`config.mk`:
```
export PLATFORM = sky130hd
export DESIGN_NAME = wb_packer
export DESIGN_NICKNAME = d
export VERILOG_FILES = /design/src/rtl/wb_packer.sv
export SDC_FILE = /design/constraint.sdc
export NUM_CORES = 2
export LEC_CHECK = 0
export ABC_AREA = 1
export CORE_MARGIN = 4
export CORE_UTILIZATION = 61
export CTS_BUF_LIST = sky130_fd_sc_hd__clkbuf_8
export DETAILED_ROUTE_END_ITERATION = 12
export HOLD_SLACK_MARGIN = 0.15
export PLACE_DENSITY = 0.89
export SKIP_CTS_REPAIR_TIMING = 1
export SLEW_MARGIN = 5
export SYNTH_ARGS = -nofsm -noshare
export SYNTH_HDL_FRONTEND = slang
export SYNTH_SLANG_ARGS = --single-unit
```
`constraint.sdc`:
```
create_clock -name clk -period 32.6 [get_ports clk]
set_clock_uncertainty 0.05 [all_clocks]
set_input_delay 6.52 -clock clk [delete_from_list [all_inputs] [get_ports clk]]
set_output_delay 6.52 -clock clk [all_outputs]
set_load 0.05 [all_outputs]
```
`src/rtl/wb_packer.sv`:
```
// wb_packer: packs 16-bit results into BURST_LEN-word lines, queues them, issues data-then-command bursts (last word t -> wr_en t+2 -> cmd_en t+3).
// Backpressure from wr_full/cmd_ready holds the head line; stall warns one line early. Define WB_STALL_CNT_EN to enable the stall_cycles counter.
module wb_packer #(
    parameter int BURST_LEN = 8,
    parameter int ADDR_W    = 30,
    parameter int DEPTH     = 4
) (
    input  logic                   clk,
    input  logic                   rst,
    input  logic                   start,
    input  logic [ADDR_W-1:0]      base_addr,
    input  logic                   ib_valid,
    input  logic [15:0]            ib_data,
    input  logic                   flush,
    output logic                   stall,
    output logic                   wr_en,
    output logic [16*BURST_LEN-1:0] wr_data,
    output logic [2*BURST_LEN-1:0] wr_mask,
    input  logic                   wr_full,
    output logic                   cmd_en,
    output logic [ADDR_W-1:0]      cmd_addr,
    output logic [5:0]             cmd_bl,
    input  logic                   cmd_ready,
    output logic                   flush_done,
    output logic                   idle,
    output logic                   err_ovf,
    output logic [31:0]            stall_cycles
);

    localparam int IW = (BURST_LEN > 1) ? $clog2(BURST_LEN) : 1;
    localparam int PW = $clog2(DEPTH);
    localparam int LW = 16 * BURST_LEN;
    localparam int MW = 2 * BURST_LEN;
    localparam logic [IW-1:0]     IDX_LAST   = IW'(BURST_LEN - 1);
    localparam logic [PW:0]       CNT_FULL   = (PW + 1)'(DEPTH);
    localparam logic [PW:0]       CNT_HI     = (PW + 1)'(DEPTH - 1);
    localparam logic [PW:0]       CNT_MID    = (PW + 1)'(DEPTH - 2);
    localparam logic [ADDR_W-1:0] LINE_BYTES = ADDR_W'(2 * BURST_LEN);

    typedef enum logic [1:0] {S_IDLE, S_DATA, S_CMD} state_t;

    state_t             state_q, state_d;
    logic [IW-1:0]      idx_q, idx_d;
    logic [LW-1:0]      line_q, line_d, line_cur;
    logic [IW:0]        n_words;
    logic               full_line, part_line, push_now, push_ok, pop;
    logic [MW-1:0]      push_msk;
    logic [LW-1:0]      dat_mem_q [DEPTH];
    logic [LW-1:0]      dat_mem_d [DEPTH];
    logic [MW-1:0]      msk_mem_q [DEPTH];
    logic [MW-1:0]      msk_mem_d [DEPTH];
    logic [PW-1:0]      wptr_q, wptr_d, rptr_q, rptr_d;
    logic [PW:0]        cnt_q, cnt_d;
    logic               fifo_empty, fifo_full;
    logic [ADDR_W-1:0]  base_q, base_d;
    logic [23:0]        line_cnt_q, line_cnt_d;
    logic               flush_pend_q, flush_pend_d;
    logic               err_ovf_q, err_ovf_d;
    logic               start_ok;

    // Words above the pack index are always zero because the line register clears on every push.
    always_comb begin
        line_cur = line_q;
        if (ib_valid) begin
            line_cur[16*int'(idx_q) +: 16] = ib_data;
        end
        n_words   = {1'b0, idx_q} + {{IW{1'b0}}, ib_valid};
        full_line = ib_valid && (idx_q == IDX_LAST);
        part_line = flush && !full_line && (n_words != '0);
        push_now  = full_line || part_line;
        for (int k = 0; k < BURST_LEN; k++) begin
            push_msk[2*k +: 2] = (k < int'(n_words)) ? 2'b00 : 2'b11;
        end
        if (push_now) begin
            idx_d  = '0;
            line_d = '0;
        end else begin
            idx_d  = ib_valid ? idx_q + 1'b1 : idx_q;
            line_d = line_cur;
        end
    end

    always_comb begin
        fifo_empty = (cnt_q == '0);
        fifo_full  = (cnt_q == CNT_FULL);
        push_ok    = push_now && !fifo_full;
        pop        = (state_q == S_CMD) && cmd_ready;
        dat_mem_d  = dat_mem_q;
        msk_mem_d  = msk_mem_q;
        wptr_d     = wptr_q;
        rptr_d     = rptr_q;
        cnt_d      = cnt_q;
        if (push_ok) begin
            dat_mem_d[wptr_q] = line_cur;
            msk_mem_d[wptr_q] = push_msk;
            wptr_d            = wptr_q + 1'b1;
        end
        if (pop) begin
            rptr_d = rptr_q + 1'b1;
        end
        case ({push_ok, pop})
            2'b10:   cnt_d = cnt_q + 1'b1;
            2'b01:   cnt_d = cnt_q - 1'b1;
            default: cnt_d = cnt_q;
        endcase
        err_ovf_d = err_ovf_q || (push_now && fifo_full);
    end

    always_comb begin
        idle         = (idx_q == '0) && fifo_empty && (state_q == S_IDLE);
        start_ok     = start && idle;
        base_d       = start_ok ? base_addr : base_q;
        line_cnt_d   = start_ok ? '0 : (pop ? line_cnt_q + 24'd1 : line_cnt_q);
        flush_done   = flush_pend_q && fifo_empty && (state_q == S_IDLE);
        flush_pend_d = flush || (flush_pend_q && !flush_done);
        // The extra line of headroom absorbs one word already in flight from the engine.
        stall        = (cnt_q >= CNT_HI) || ((cnt_q == CNT_MID) && push_now);
    end

    always_comb begin
        state_d = state_q;
        wr_en   = 1'b0;
        cmd_en  = 1'b0;
        case (state_q)
            S_IDLE: begin
                if (!fifo_empty) begin
                    state_d = S_DATA;
                end
            end
            S_DATA: begin
                if (!wr_full) begin
                    wr_en   = 1'b1;
                    state_d = S_CMD;
                end
            end
            S_CMD: begin
                cmd_en = 1'b1;
                if (cmd_ready) begin
                    state_d = S_IDLE;
                end
            end
            default: state_d = S_IDLE;
        endcase
    end

    assign wr_data  = wr_en ? dat_mem_q[rptr_q] : '0;
    assign wr_mask  = wr_en ? msk_mem_q[rptr_q] : '0;
    assign cmd_addr = cmd_en ? base_q + ADDR_W'(line_cnt_q) * LINE_BYTES : '0;
    assign cmd_bl   = 6'(BURST_LEN - 1);
    assign err_ovf  = err_ovf_q;

    always_ff @(posedge clk or posedge rst) begin
        if (rst) begin
            state_q      <= S_IDLE;
            idx_q        <= '0;
            line_q       <= '0;
            dat_mem_q    <= '{default: '0};
            msk_mem_q    <= '{default: '0};
            wptr_q       <= '0;
            rptr_q       <= '0;
            cnt_q        <= '0;
            base_q       <= '0;
            line_cnt_q   <= '0;
            flush_pend_q <= 1'b0;
            err_ovf_q    <= 1'b0;
        end else begin
            state_q      <= state_d;
            idx_q        <= idx_d;
            line_q       <= line_d;
            dat_mem_q    <= dat_mem_d;
            msk_mem_q    <= msk_mem_d;
            wptr_q       <= wptr_d;
            rptr_q       <= rptr_d;
            cnt_q        <= cnt_d;
            base_q       <= base_d;
            line_cnt_q   <= line_cnt_d;
            flush_pend_q <= flush_pend_d;
            err_ovf_q    <= err_ovf_d;
        end
    end

`ifdef WB_STALL_CNT_EN
    logic [31:0] stall_cnt_q, stall_cnt_d;
    logic        stall_evt;

    always_comb begin
        stall_evt   = (cmd_en && !cmd_ready) || ((state_q == S_DATA) && wr_full);
        stall_cnt_d = stall_cnt_q;
        if (start_ok) begin
            stall_cnt_d = '0;
        end else if (stall_evt && (stall_cnt_q != 32'hFFFF_FFFF)) begin
            stall_cnt_d = stall_cnt_q + 32'd1;
        end
    end

    always_ff @(posedge clk or posedge rst) begin
        if (rst) begin
            stall_cnt_q <= '0;
        end else begin
            stall_cnt_q <= stall_cnt_d;
        end
    end

    assign stall_cycles = stall_cnt_q;
`else
    assign stall_cycles = '0;
`endif

endmodule

```
## After elaboration in Yosys (flattened, before gate mapping)

Cells that the tools add are included.

- Multipliers: 0
- Divide/modulo/power cells: 0
- Reductions and logical operators: 29
- Multiplexer cells: 38
- Eq/ne operators: 10
- $add $sub $neg: 9
- Order comparisons: 12
- Bitwise gates (word level): 2
- Shift-type cells: 2

Operator list:

| operator | count |
|---|---|
| $mux W128 | 6 |
| $bwmux W512 | 1 |
| $bmux W128 S2 | 1 |
| $demux W128 S2 | 1 |
| $bwmux W128 | 1 |
| $shift A16 B33 Y128 const A | 1 |
| $shiftx A16 B33 Y128 | 1 |
| $bwmux W64 | 1 |
| $mux W16 | 4 |
| $mux W24 | 2 |
| $neg A7 Y33 | 1 |
| $bmux W16 S2 | 1 |
| $demux W16 S2 | 1 |
| $add A30 B28 Y30 | 1 |
| $mux W30 | 1 |
| $add A24 B1 Y24 const B | 1 |
| $mux W2 | 11 |
| $lt A3 B4 Y1 const A | 4 |
| $logic_and A1 B1 Y1 | 14 |
| $lt A1 B4 Y1 const A | 2 |
| $lt A2 B4 Y1 const A | 2 |
| $add A3 B1 Y3 const B | 2 |
| $eq A3 B3 Y1 const B | 2 |
| $ge A3 B3 Y1 const B | 2 |
| other kinds (21) | 38 |

- Output and inout port bits: 218
- Memories kept: 0
- Register bits after elaboration: 772
- Latch bits: 0
- Memory bits (writable): 0
- Input bits: 53
- Bits in read-only memories: 0
- Word-level logic and storage cells: 120

## Longest topological paths before layout

- Depth after elaboration: 9
- Mapped depth: 14
- Mapped depth without buffers: 14

## Worst setup path before layout

OpenSTA, ideal clock, no wires.

- Path kind: input-to-output
- From: in wr_full
- To: out wr_mask[11]
- Arrival time: 8274 ps
- Stages on the path: 6
- Slack: 17756 ps
- Data required time: 26030 ps
- Cells stage by stage: nor2_1 nand2_1 clkbuf_1 clkbuf_1 a21oi_1 buf_4

- Longest elaborated chain between the ends: 3

Ends and longest elaborated chain:

| element | line | text |
|---|---|---|
| from (decl) | 19 | `input logic wr_full,` |
| $mux W1 | 131 | `if (!wr_full) begin` |
| $mux W1 | 124 | `case (state_q)` |
| $mux W16 | 147 | `assign wr_mask = wr_en ? msk_mem_q[rptr_q] : '0;` |
| to (decl) | 18 | `output logic [2*BURST_LEN-1:0] wr_mask,` |

No other way between the ends.

## Final worst setup path

- From: in ib_valid
- To: out stall

- Longest elaborated chain between the ends: 7

Ends and longest elaborated chain:

| element | line | text |
|---|---|---|
| from (decl) | 12 | `input logic ib_valid,` |
| parallel branches: the longest is 4 deep, another holds $add A3 B1 Y4 | n/a |  |
| $logic_or A1 B1 Y1 * | 70 | `push_now = full_line \|\| part_line;` |
| $logic_and A1 B1 Y1 * | 117 | `stall = (cnt_q >= CNT_HI) \|\| ((cnt_q == CNT_MID) && push_now);` |
| $logic_or A1 B1 Y1 * | 117 |  |
| to (decl) | 15 | `output logic stall,` |

Every way passes the cells marked *.

==> out/summary.txt <==
Most common cell after layout, fill and taps aside - nand2_1
CTS tree - built
Crit share post-route - 50.7%
DP Cell Count - 5062
Power Dens Cells - 99.8 mW/mm²
Final hold vios - 0
Remaining DRCs - 0
Hold Path Class - flop to flop
Cell variety after synth - 41
First-pass GRT wire length - 157 mm
Async set-reset flop share out of synthesis - 100%
Crit path from - ib_valid
Row cnt - 87
Critical Path Sink - stall
Reg clk slew, reported paths - 0.06 ns
CTS buffer count - 117
Post-detail-place hpwl - 59.5 mm
Routed Antenna Nets - 0
Slew @ Worst Pin - 1.41 ns
Overflow left after global routing - 0
CP Data Required Time - 26.03 ns
Hold Path Cell Cnt - 1
Reg2Reg Capture Point - dat_mem_q[316]
RSZ-0062 raised after global routing - false
Normalized max-slew margin - 5.72%
# setup viols final - 0
Routed len/inst - 18.8 µm
Post-layout util - 69.6%
Status - finished clean
Syn avg cell area - 8.02 µm²
Hold Slack - 0.417 ns
CTS sink cnt - 740
EDFF count, synth - 0
Std-Cell Core Area - 0.0564 mm²
Maxcap violations - 0
Drt total wl - 99.2 mm
Synthesis warning total - 0
CTS root buf - clkbuf_8
Initial Util - 61.5%
Area Growth Syn to Fin - 13.2%
Arrival @ worst endpoint - 9.97 ns
Layout cell share with drive strength beyond 1 - 5.49%
GP Congestion - 0.934
Width of the chip - 246 µm
Crit path launch type - primary input
Largest net degree at the start of global routing - 231
Final std cells w/o fill - 5279
Reg2Reg Launch Point - idx_q[0]
Nets - 4516
Vias in the first global route - 29200
Nature of the critical path endpoint - output pin
VDD IR max - 0.0822 mV
Initial DRT Pass Iterations - 8
Fmax - 60.4 MHz
DR iter-0 viols - 3485
Initial antenna violation count - 3
Most frequent cells in the layout - 936 x nand2_1, 817 x nor2_1, 738 x dfrtp_1, 674 x o21ai_0, 255 x o21ai_1
R2R Setup Slk - 27.85 ns
Clock buffer depth - 3
GRT Util Overall - 32.5%
Sum of negative setup slack - 0 ns
Sequential area share after synthesis - 53.4%
Total I/O pin count - 271
H-tree Lvls - 3
DR vias/cell - 5.78
Synth Instances - 4326
Cell leakage power - 18.4 nW
Die footprint - 0.0607 mm²
Final min period - 16.54 ns
Post-Syn Area - 0.0347 mm²
Synthesized flop and latch total - 740
Vias - 30500
Clk Latency, worst-skew pair - 0.74 ns
Ys flop type - dfrtp_1
Crit Path Category - primary input to output pin
Die Height - 246 µm
Worst Reg2Reg Path Length in Cells - 11
Total power - 3.92 mW
I/O Buffers - 232
Max-slew violations - 0
CP max FO - 136
state kept, by name, indices dropped and copies added, names as in the netlist, 2 cells and up:
| name | flops |
|---|---|
| idx_q | 3 |
| base_q | 30 |
| line_q | 128 |
| wptr_q | 2 |
| dat_mem_q | 512 |
| cnt_q | 3 |
| msk_mem_q | 32 |
| line_cnt_q | 24 |
| rptr_q | 2 |
| state_q | 2 |
per-layer routing:
layer  vias to the layer above  wire [µm]  track usage (%)  share of wire, %
met1                     14600      40100             44.5                40
met4                         2       4230             15.0               4.3
met3                       251       8330             5.49               8.4
li1                      14100          -                -                 -
met2                      1538      46600             51.5                47
met5                         -         13                0             0.013
worst min path at each step:
stage | slack (ns) | from | endpoint
after global routing | 0.45 | msk_mem_q[35] | msk_mem_q[35]
after detailed placement | 0.40 | state_q[1] | state_q[0]
after CTS | 0.42 | state_q[1] | state_q[0]
after floorplan | 0.38 | state_q[1] | state_q[0]
final | 0.42 | state_q[1] | state_q[0]
after global placement | 0.40 | state_q[1] | state_q[0]
cells in the mapped netlist, types with 3 or more instances:
library cell | count | share of area, %
clkbuf_1 | 161 | 1.7
o21ai_0 | 674 | 9.7
a21oi_1 | 212 | 3.1
buf_2 | 41 | 0.59
inv_2 | 6 | 0.065
nand4_1 | 14 | 0.25
xnor2_1 | 4 | 0.10
buf_4 | 80 | 1.7
inv_1 | 183 | 2.0
o21ai_1 | 255 | 3.7
o21bai_1 | 3 | 0.065
or2_2 | 8 | 0.14
buf_6 | 21 | 0.68
nand2_1 | 937 | 10
nor3_1 | 18 | 0.26
ha_1 | 36 | 1.3
mux2i_1 | 8 | 0.23
buf_1 | 15 | 0.16
dfrtp_1 | 740 | 53
xor2_1 | 13 | 0.33
nor2_2 | 3 | 0.054
nand3_1 | 48 | 0.69
nor2_1 | 817 | 8.8
nand3_2 | 5 | 0.14
power breakdown:
group	internal, mW	switching, mW
Clock	0.457	0.377
Sequential	1.22	0.189
Combinational	0.472	1.20
cell type report:
type | count | area [µm²]
multi-input combinational | 3114 | 13900
antenna | 2 | 5.00
inverter | 189 | 727
timing repair buffer | 263 | 2610
fill | 4334 | 17100
sequential | 740 | 18500
tap | 756 | 946
clock inverter | 60 | 387
clock buffer | 155 | 2130
cells by family (layout without fill, tap and decap cells):
family / count (synthesis) / in the layout / share of synthesized area, %
DFF: 740 / 740 / 53.4
muxes: 8 / 8 / 0.231
and+or+nand+nor: 1862 / 1862 / 20.8
buffers and inverters: 508 / 667 / 6.97
adders and majority gates: 38 / 38 / 1.41
other: 2 / 40 / 0.0217
AOI/OAI and AO/OA: 1151 / 1151 / 16.7
xor gates and xnor gates: 17 / 17 / 0.429
stage by stage:
step | area [µm²] | worst slack [ns]
final | 39300 | 16.06
after global routing | 39300 | 15.87
after CTS | 39300 | 16.03
after detailed placement | 36700 | 16.04
after global placement | 36700 | 16.10
after floorplan | 34800 | 5.27
worst max-delay path, cell delays in order:
cell             delay (ns)
clkdlybuf4s50_1        0.56
ha_1                   0.30
ha_1                   0.19
xor2_1                 0.16
nor2_2                 0.22
nand2_4                0.09
nand2_2                0.13
nand2_8                0.55
o21ai_0                0.40
nand2_1                0.08
clkdlybuf4s50_1        0.73
(Power assumes the default switching activity.)
